===== config.mk =====
export PLATFORM = sky130hd
export DESIGN_NAME = multdiv_booth_ctrl
export DESIGN_NICKNAME = d
export VERILOG_FILES = /design/src/rtl/multdiv_booth_ctrl.sv
export SDC_FILE = /design/constraint.sdc
export NUM_CORES = 1
export LEC_CHECK = 0
export BUFFER_PORTS_ARGS = -buffer_cell sky130_fd_sc_hd__buf_4
export CAP_MARGIN = 20
export CORE_MARGIN = 2
export CORE_UTILIZATION = 51
export DETAILED_ROUTE_END_ITERATION = 7
export PLACE_DENSITY_LB_ADDON = 0.12
export SKIP_CTS_REPAIR_TIMING = 1
export SLEW_MARGIN = 40
export SYNTH_ARGS = -nofsm -noshare
export SYNTH_HDL_FRONTEND = slang
export SYNTH_SLANG_ARGS = --single-unit

===== constraint.sdc =====
create_clock -name clock -period 1.6 [get_ports clock]
set_input_delay 0.32 -clock clock [delete_from_list [all_inputs] [get_ports clock]]
set_output_delay 0.32 -clock clock [all_outputs]
set_load 0.005 [all_outputs]

===== src/rtl/multdiv_booth_ctrl.sv =====
// multdiv_booth_ctrl: sequential signed radix-2 Booth multiplier that borrows the shared ALU adder
module multdiv_booth_ctrl #(
   parameter int WIDTH = 32,
   parameter int CNT_W = 6
) (
   input  logic             clock,
   input  logic             resetn,
   input  logic             ctrl_MULT,
   input  logic [WIDTH-1:0] data_operandA,
   input  logic [WIDTH-1:0] data_operandB,
   output logic [WIDTH-1:0] add_a,
   output logic [WIDTH-1:0] add_b,
   output logic             add_cin,
   input  logic [WIDTH-1:0] add_sum,
   input  logic             add_ovf,
   output logic [WIDTH-1:0] data_result,
   output logic             data_exception,
   output logic             data_resultRDY,
   output logic             busy
);
   typedef enum logic [1:0] {IDLE, RUN, DONE} state_e;
   state_e             state_q;
   logic [WIDTH-1:0]   m_q;
   logic [2*WIDTH:0]   p_q;
   logic [2*WIDTH:0]   p_d;
   logic [CNT_W-1:0]   cnt_q;
   logic [WIDTH-1:0]   hi;
   logic [WIDTH-1:0]   lo;
   logic               run;
   logic               s;
   logic               exc_d;
   logic [WIDTH-1:0]   result_q;
   logic               exc_q;
   logic               rdy_q;
   logic               busy_q;

   assign hi  = p_q[2*WIDTH:WIDTH+1];
   assign lo  = p_q[WIDTH:1];
   assign run = state_q == RUN;

   // Booth recode of {q0, q_1} onto the shared adder; idle adder inputs stay quiet outside RUN
   always_comb begin
      add_a   = run ? hi : '0;
      add_b   = !run ? '0 : (p_q[1:0] == 2'b01) ? m_q : (p_q[1:0] == 2'b10) ? ~m_q : '0;
      add_cin = run && p_q[1:0] == 2'b10;
      s       = add_sum[WIDTH-1] ^ add_ovf;
      p_d     = {s, add_sum, lo};
      exc_d   = ~(&p_q[2*WIDTH:WIDTH] | ~|p_q[2*WIDTH:WIDTH]);
   end

   // Control FSM, datapath registers and registered handshake outputs
   always_ff @(posedge clock or negedge resetn) begin
      if (!resetn) begin
         state_q  <= IDLE;
         m_q      <= '0;
         p_q      <= '0;
         cnt_q    <= '0;
         result_q <= '0;
         exc_q    <= 1'b0;
         rdy_q    <= 1'b0;
         busy_q   <= 1'b0;
      end else begin
         rdy_q <= 1'b0;
         case (state_q)
            IDLE: begin
               busy_q <= ctrl_MULT;
               if (ctrl_MULT) begin
                  m_q     <= data_operandA;
                  p_q     <= {{WIDTH{1'b0}}, data_operandB, 1'b0};
                  cnt_q   <= '0;
                  state_q <= RUN;
               end
            end
            RUN: begin
               p_q     <= p_d;
               cnt_q   <= cnt_q + 1'b1;
               state_q <= (cnt_q == CNT_W'(WIDTH - 1)) ? DONE : RUN;
            end
            DONE: begin
               result_q <= lo;
               exc_q    <= exc_d;
               rdy_q    <= 1'b1;
               state_q  <= IDLE;
            end
            default: state_q <= IDLE;
         endcase
      end
   end

   assign data_result    = result_q;
   assign data_exception = exc_q;
   assign data_resultRDY = rdy_q;
   assign busy           = busy_q;
endmodule


==> results of run 1 <==
area by class of cell:
type / count / share of cell area, %
Timing Repair Buffer: 254 / 25.0
Tap cell: 168 / 2.24
Clock inverter: 11 / 1.07
Inverter: 1 / 0.0668
Clock buffer: 19 / 4.62
Multi-Input combinational cell: 515 / 29.6
Sequential cell: 140 / 37.4
power breakdown:
part	switching (mW)	internal, mW
logic	1.61	2.12
clock network	1.46	2.11
registers	0.647	4.21
sequential cells by signal, summed over array words and instances, names as in the netlist:
register / count
data_resultRDY: 1
data_exception: 1
busy: 1
p_q: 65
data_result: 32
cnt_q: 6
state_q: 2
m_q: 32
metal layers:
metal	share of wire, %	wire [microns]	up-vias
met5	0	0	-
met4	1.7	311	0
met3	6.6	1210	31
met2	51	9230	258
met1	41	7420	2901
li1	-	-	2807
placed cells by master, fill, tap and decap left out, types with 5 or more instances in the layout:
cell	n
nand4_1	10
nor2_4	9
buf_6	42
clkbuf_16	22
o21ai_1	20
o21ai_0	20
dfrtp_1	138
nor4_1	7
a22o_1	32
clkinvlp_4	5
buf_12	14
and2_4	32
a21oi_1	22
buf_4	189
nand3_1	5
a21oi_2	10
a22oi_1	32
nand2_1	235
nor2_2	5
nor2_1	54
final timing paths:
check | startpoint | endpoint | slack (ns) | depth (start not counted)
worst max register to register | state_q[1] | cnt_q[2] | 0.08 | 6
worst min register to register | data_result[7] | data_result[7] | 0.47 | 2
min in group asynchronous | resetn | data_result[27] | 0.36 | 2
worst min-delay path | data_operandA[3] | m_q[3] | 0.10 | 3
worst max-delay path | p_q[1] | add_b[19] | -0.43 | 7
max in group asynchronous | resetn | p_q[60] | 0.64 | 3
metrics by stage:
| stage | TNS [ns] | instances | power, mW | setup slack [ns] |
|---|---|---|---|---|
| global route | -27.16 | 1108 | 12.8 | -0.486 |
| CTS | -24.79 | 1078 | 11.3 | -0.514 |
| detailed placement | -1.32 | 1048 | 7.70 | -0.0732 |
| floorplan | 0 | 707 | 6.23 | 0.154 |
| finish | -22.73 | 1108 | 12.2 | -0.427 |
| global placement | -8.68 | 1048 | 7.55 | -0.287 |
worst max-delay path, cell delays in order (launching register included):
cell       delay, ns
dfrtp_2         0.45
buf_6           0.15
nand2b_4        0.14
clkbuf_16       0.18
nor2_1          0.04
a21oi_1         0.14
nor2_1          0.06
buf_4           0.13
kinds of logic (layout without fill, tap and decap cells):
group	after synthesis	after routing	share of synthesized area, %
fa+ha+maj	1	1	0.197
simple gates	371	372	24.8
compound gates	141	141	14.7
xor+xnor	1	1	0.138
flops	140	140	55.3
buf+inv	53	285	4.92
==> results.md, run 1 <==
- Max-slew headroom: ~78%
- Worst Path Class, Setup: reg2out
- Hold Crit Class: in2reg
- Syn Nets: 808
- CP arrival: 1.71 ns
- Largest net degree at the start of global routing: 53
- Die Wd: 115 microns
- Fmax: about 490 MHz
- DP HPWL: roughly 11000 microns
- Yosys cell types: 31
- Most common cell in the synthesized netlist: nand2_1
- Status: finished with violations
- Top cells by count, synth: nand2_1, dfrtp_1, nor2_1
- Syn Area/Cell: 8.96 sq um
- Via/cell ratio: 5.41
- GR peak layer: met2
- P&R area growth vs syn: 47.9%
- Actual slew at the worst max-slew pin: 0.333 ns
- Final core occ: approximately 78%
- Flip-flop and latch area: approximately 3500 sq um
- H-tree levels: 4
- Crit. End Element: primary output
- Row count: 40
- Syn. warnings: 0
- WL/cell: 16.4 microns
- I/O pins: 200
- Max Cap Viol: 0
- WP data required: roughly 1.3 ns
- First-pass GRT wire length: 25900 microns
- Met3 usage: 5.65%
- Number of fill cells in the layout: just over 800
- Core ar.: between 10000 and 15000 sq um
- Antenna Nets Post-Route: 0
- Final hold slack: about 0.10 ns
- Multi-input logic area: around 2800 sq um
- TritonCTS Buffers: 17
- Detailed Route WL: 18200 microns
- Vias: 5997
- DRT iter0 DRCs: 424
- Tcrit/Tclk final: 127%
- Dominant cells by area after synthesis: dfrtp_1, nand2_1, a22o_1, nor2_1, a22oi_1
- Number of synthesized register bits: 140
- Final Wtd Congestion: about 0.81
- Post-synthesis sequential area ratio: a little under three fifths
- Clk Latency, worst-skew pair: 0.41 ns
- CTS Root Cell: clkbuf_16
- Period minus WS final: 2.03 ns
- Sink Count: 140
- Die ar.: 13300 sq um
- Initial antenna violation count: 0
- Largest area contributor in the netlist: dfrtp_1
- Static leakage: 4.60 nW
- Clock Skew: 0.00857 ns
- N_diodes: 0
- RSZ-0062 raised after global routing: true
- CTS tree: done
- Final hold vios: 0
- Clock Path Buffers: 2
- Final instance area: approximately 9400 sq um
- Cell area after synthesis: 6330 sq um
- # DRC: 0
- Met1 Resource Use GR: 34.5%
- PnR worst setup slack: -0.427 ns
- Global Route Usage Sum: 24.6%
- Die height: around 120 microns
- Clock transition at path regs: 0.06 ns
- Initial Utilization: 52.5%
- Number of synthesized flops with an enable pin: 0
- Setup violations, final: 65
- Max-slew violations: 0
- P per Cell Area: approximately 1300 nW/um^2
- FFs w/ async S/R, synth: 100%
- Main flop type after synthesis: dfrtp_1
- Yosys top cell area share: 55.3%
- DRT Pass-1 Iters: 5
- Layout cells sized above 1: 37.3%
- Dpl cell area: 8060 sq um
- IO buf count: 199
- CP startpoint kind: flop
- CP max FO: 11
- Gr ovfl total: 0
- Mapped Cells: approximately 710
- M2 GR Usage: 39.1%
- Failing checks: negative setup slack
- Vias in the first global route: 5278
- Peak supply drop: 0.000804 V
- Final nets: between 1000 and 1500
Note: power is estimated with default switching activity, not from simulation.
==> run 2: changes to the inputs <==
--- a/config.mk
+++ b/config.mk
@@ -11,6 +11,7 @@
 export CORE_UTILIZATION = 51
 export DETAILED_ROUTE_END_ITERATION = 7
 export PLACE_DENSITY_LB_ADDON = 0.12
+export RECOVER_POWER = 25
 export SKIP_CTS_REPAIR_TIMING = 1
 export SLEW_MARGIN = 40
 export SYNTH_ARGS = -nofsm -noshare
==> results.md, run 2 (synthesis gave the netlist of run 1 again) <==
- Status: finished with violations
- Failing checks: negative setup slack
- Final Wtd Congestion: 0.805
- Final nets: 1030
- Max reg flops: 65
- Total chip power: 12.2 mW
- Initial Utilization: between 50% and 60%
- GR peak layer: met2
- Final hold slack: 0.106 ns
- Initial antenna violation count: 0
- Worst R2R Setup Slack: about 0.070 ns
- CP arrival: 1.71 ns
- CP max FO: 11
- Vias: 6004
- DP HPWL: 11300 microns
- Clock Path Buffers: 2
- Antenna Nets Post-Route: 0
- Layout cells sized above 1: roughly 37%
- IO buf count: about 200
- Number of fill cells in the layout: 830
- Dpl cell area: 8060 sq um
- Biggest register: p_q
- Gr ovfl total: 0
- Clk Latency, worst-skew pair: 0.41 ns
- DRT Pass-1 Iters: 5
- Period minus WS final: 2.03 ns
- Sink Count: 140
- Reg2reg start: state_q[1]
- Core ar.: 12100 sq um
- Worst Path Class, Setup: reg2out
- Via/cell ratio: approximately 5.4
- Actual slew at the worst max-slew pin: about 0.89 ns
- Crit. End Element: primary output
- PnR worst setup slack: -0.425 ns
- Fmax: 494 MHz
- Max-slew violations: 0
- Setup TNS: -22.64 ns
- Static leakage: 4.60 nW
- # DRC: 0
- Final instance area: 9360 sq um
- CP startpoint kind: flop
- Clock transition at path regs: around 0.06 ns
- Row count: 40
- N_diodes: 0
- TritonCTS Buffers: 17
- WP data required: 1.28 ns
- H-tree levels: 4
- Tcrit/Tclk final: 127%
- M2 GR Usage: about two fifths
- Met1 Resource Use GR: 34.5%
- Met3 usage: 5.65%
- Crit. Startpoint: p_q[1]
- Place WS: -0.0732 ns
- Most common cell after layout, fill and taps aside: nand2_1
- Setup violations, final: 65
- Die ar.: 13300 sq um
- Multi-input logic area: 2770 sq um
- P&R area growth vs syn: 47.8%
- Final hold vios: 0
- Flip-flop and latch area: 3510 sq um
- RSZ-0062 raised after global routing: true
- Max Cap Viol: 0
- Die height: 115 microns
- Commonest cells after routing, fill and taps aside: nand2_1, buf_4, dfrtp_1
- Worst reg2reg endpoint: cnt_q[2]
- Vias in the first global route: between 5000 and 6000
- I/O pins: 200
- DRT iter0 DRCs: 424
- Hold Crit Class: in2reg
- Clock Skew: just under 0.009 ns
- Largest net degree at the start of global routing: 53
- P per Cell Area: approximately 1300 nW/um^2
- Peak supply drop: 0.000800 V
- CTS Root Cell: clkbuf_16
- Detailed Route WL: 18200 microns
- First-pass GRT wire length: 25900 microns
- Worst r2r path cells: 6
- Max-slew headroom: 40.6%
- CTS tree: done
- Die Wd: 115 microns
- WL/cell: about 16 microns
- Global Route Usage Sum: 24.6%
- CP Capture Point: add_b[19]
[run 2: changes by cell type in the layout (fill, tap and decap cells not counted), sizes merged]
cell / before / now
clkbuf: 24 / 26
buf: 248 / 246
[run 2: power by group]
group	switching, mW	leakage [nW]	internal, mW
sequential	0.646	1.70	4.21
combinational	1.61	2.65	2.12
clock	1.45	0.247	2.11
[run 2: area by class of cell]
| cell class | count | share of cell area (%) |
|---|---|---|
| sequential | 140 | 37.4 |
| timing repair buffer | 254 | 24.9 |
| inverter | 1 | 0.0668 |
| multi-input combinational | 515 | 29.6 |
| clock inverter | 11 | 1.07 |
| clock buffer | 19 | 4.62 |
| tap | 168 | 2.25 |
[run 2: worst min path at each step]
stage / from / to / slack [ns] / cells past startpoint
2_1_floorplan: resetn / busy / 0.02 / 0
3_3_place_gp: resetn / data_result[26] / 0.23 / 1
3_5_place_dp: resetn / data_resultRDY / 0.23 / 1
4_1_cts: resetn / data_resultRDY / -0.20 / 1
5_1_grt: data_operandA[11] / m_q[11] / 0.10 / 3
6_report: data_operandA[3] / m_q[3] / 0.11 / 3
[run 2: per-stage QoR]
stage	utilization, %	instances
floorplan	-	707
global placement	66.8	1048
detailed placement	66.8	1048
CTS	71.3	1078
global route	77.6	1108
finish	77.6	1108
[run 2: per-layer routing]
metal	part of all wire [%]	vias to the layer above
met5	0	-
met4	1.6	0
met3	6.6	27
met2	51	259
met1	41	2910
li1	-	2808
[run 2: critical path, stage by stage (launching register included)]
cell	delay, ns
dfrtp_2	0.45
buf_6	0.15
nand2b_4	0.14
clkbuf_16	0.18
nor2_1	0.04
a21oi_1	0.14
nor2_1	0.06
buf_4	0.13
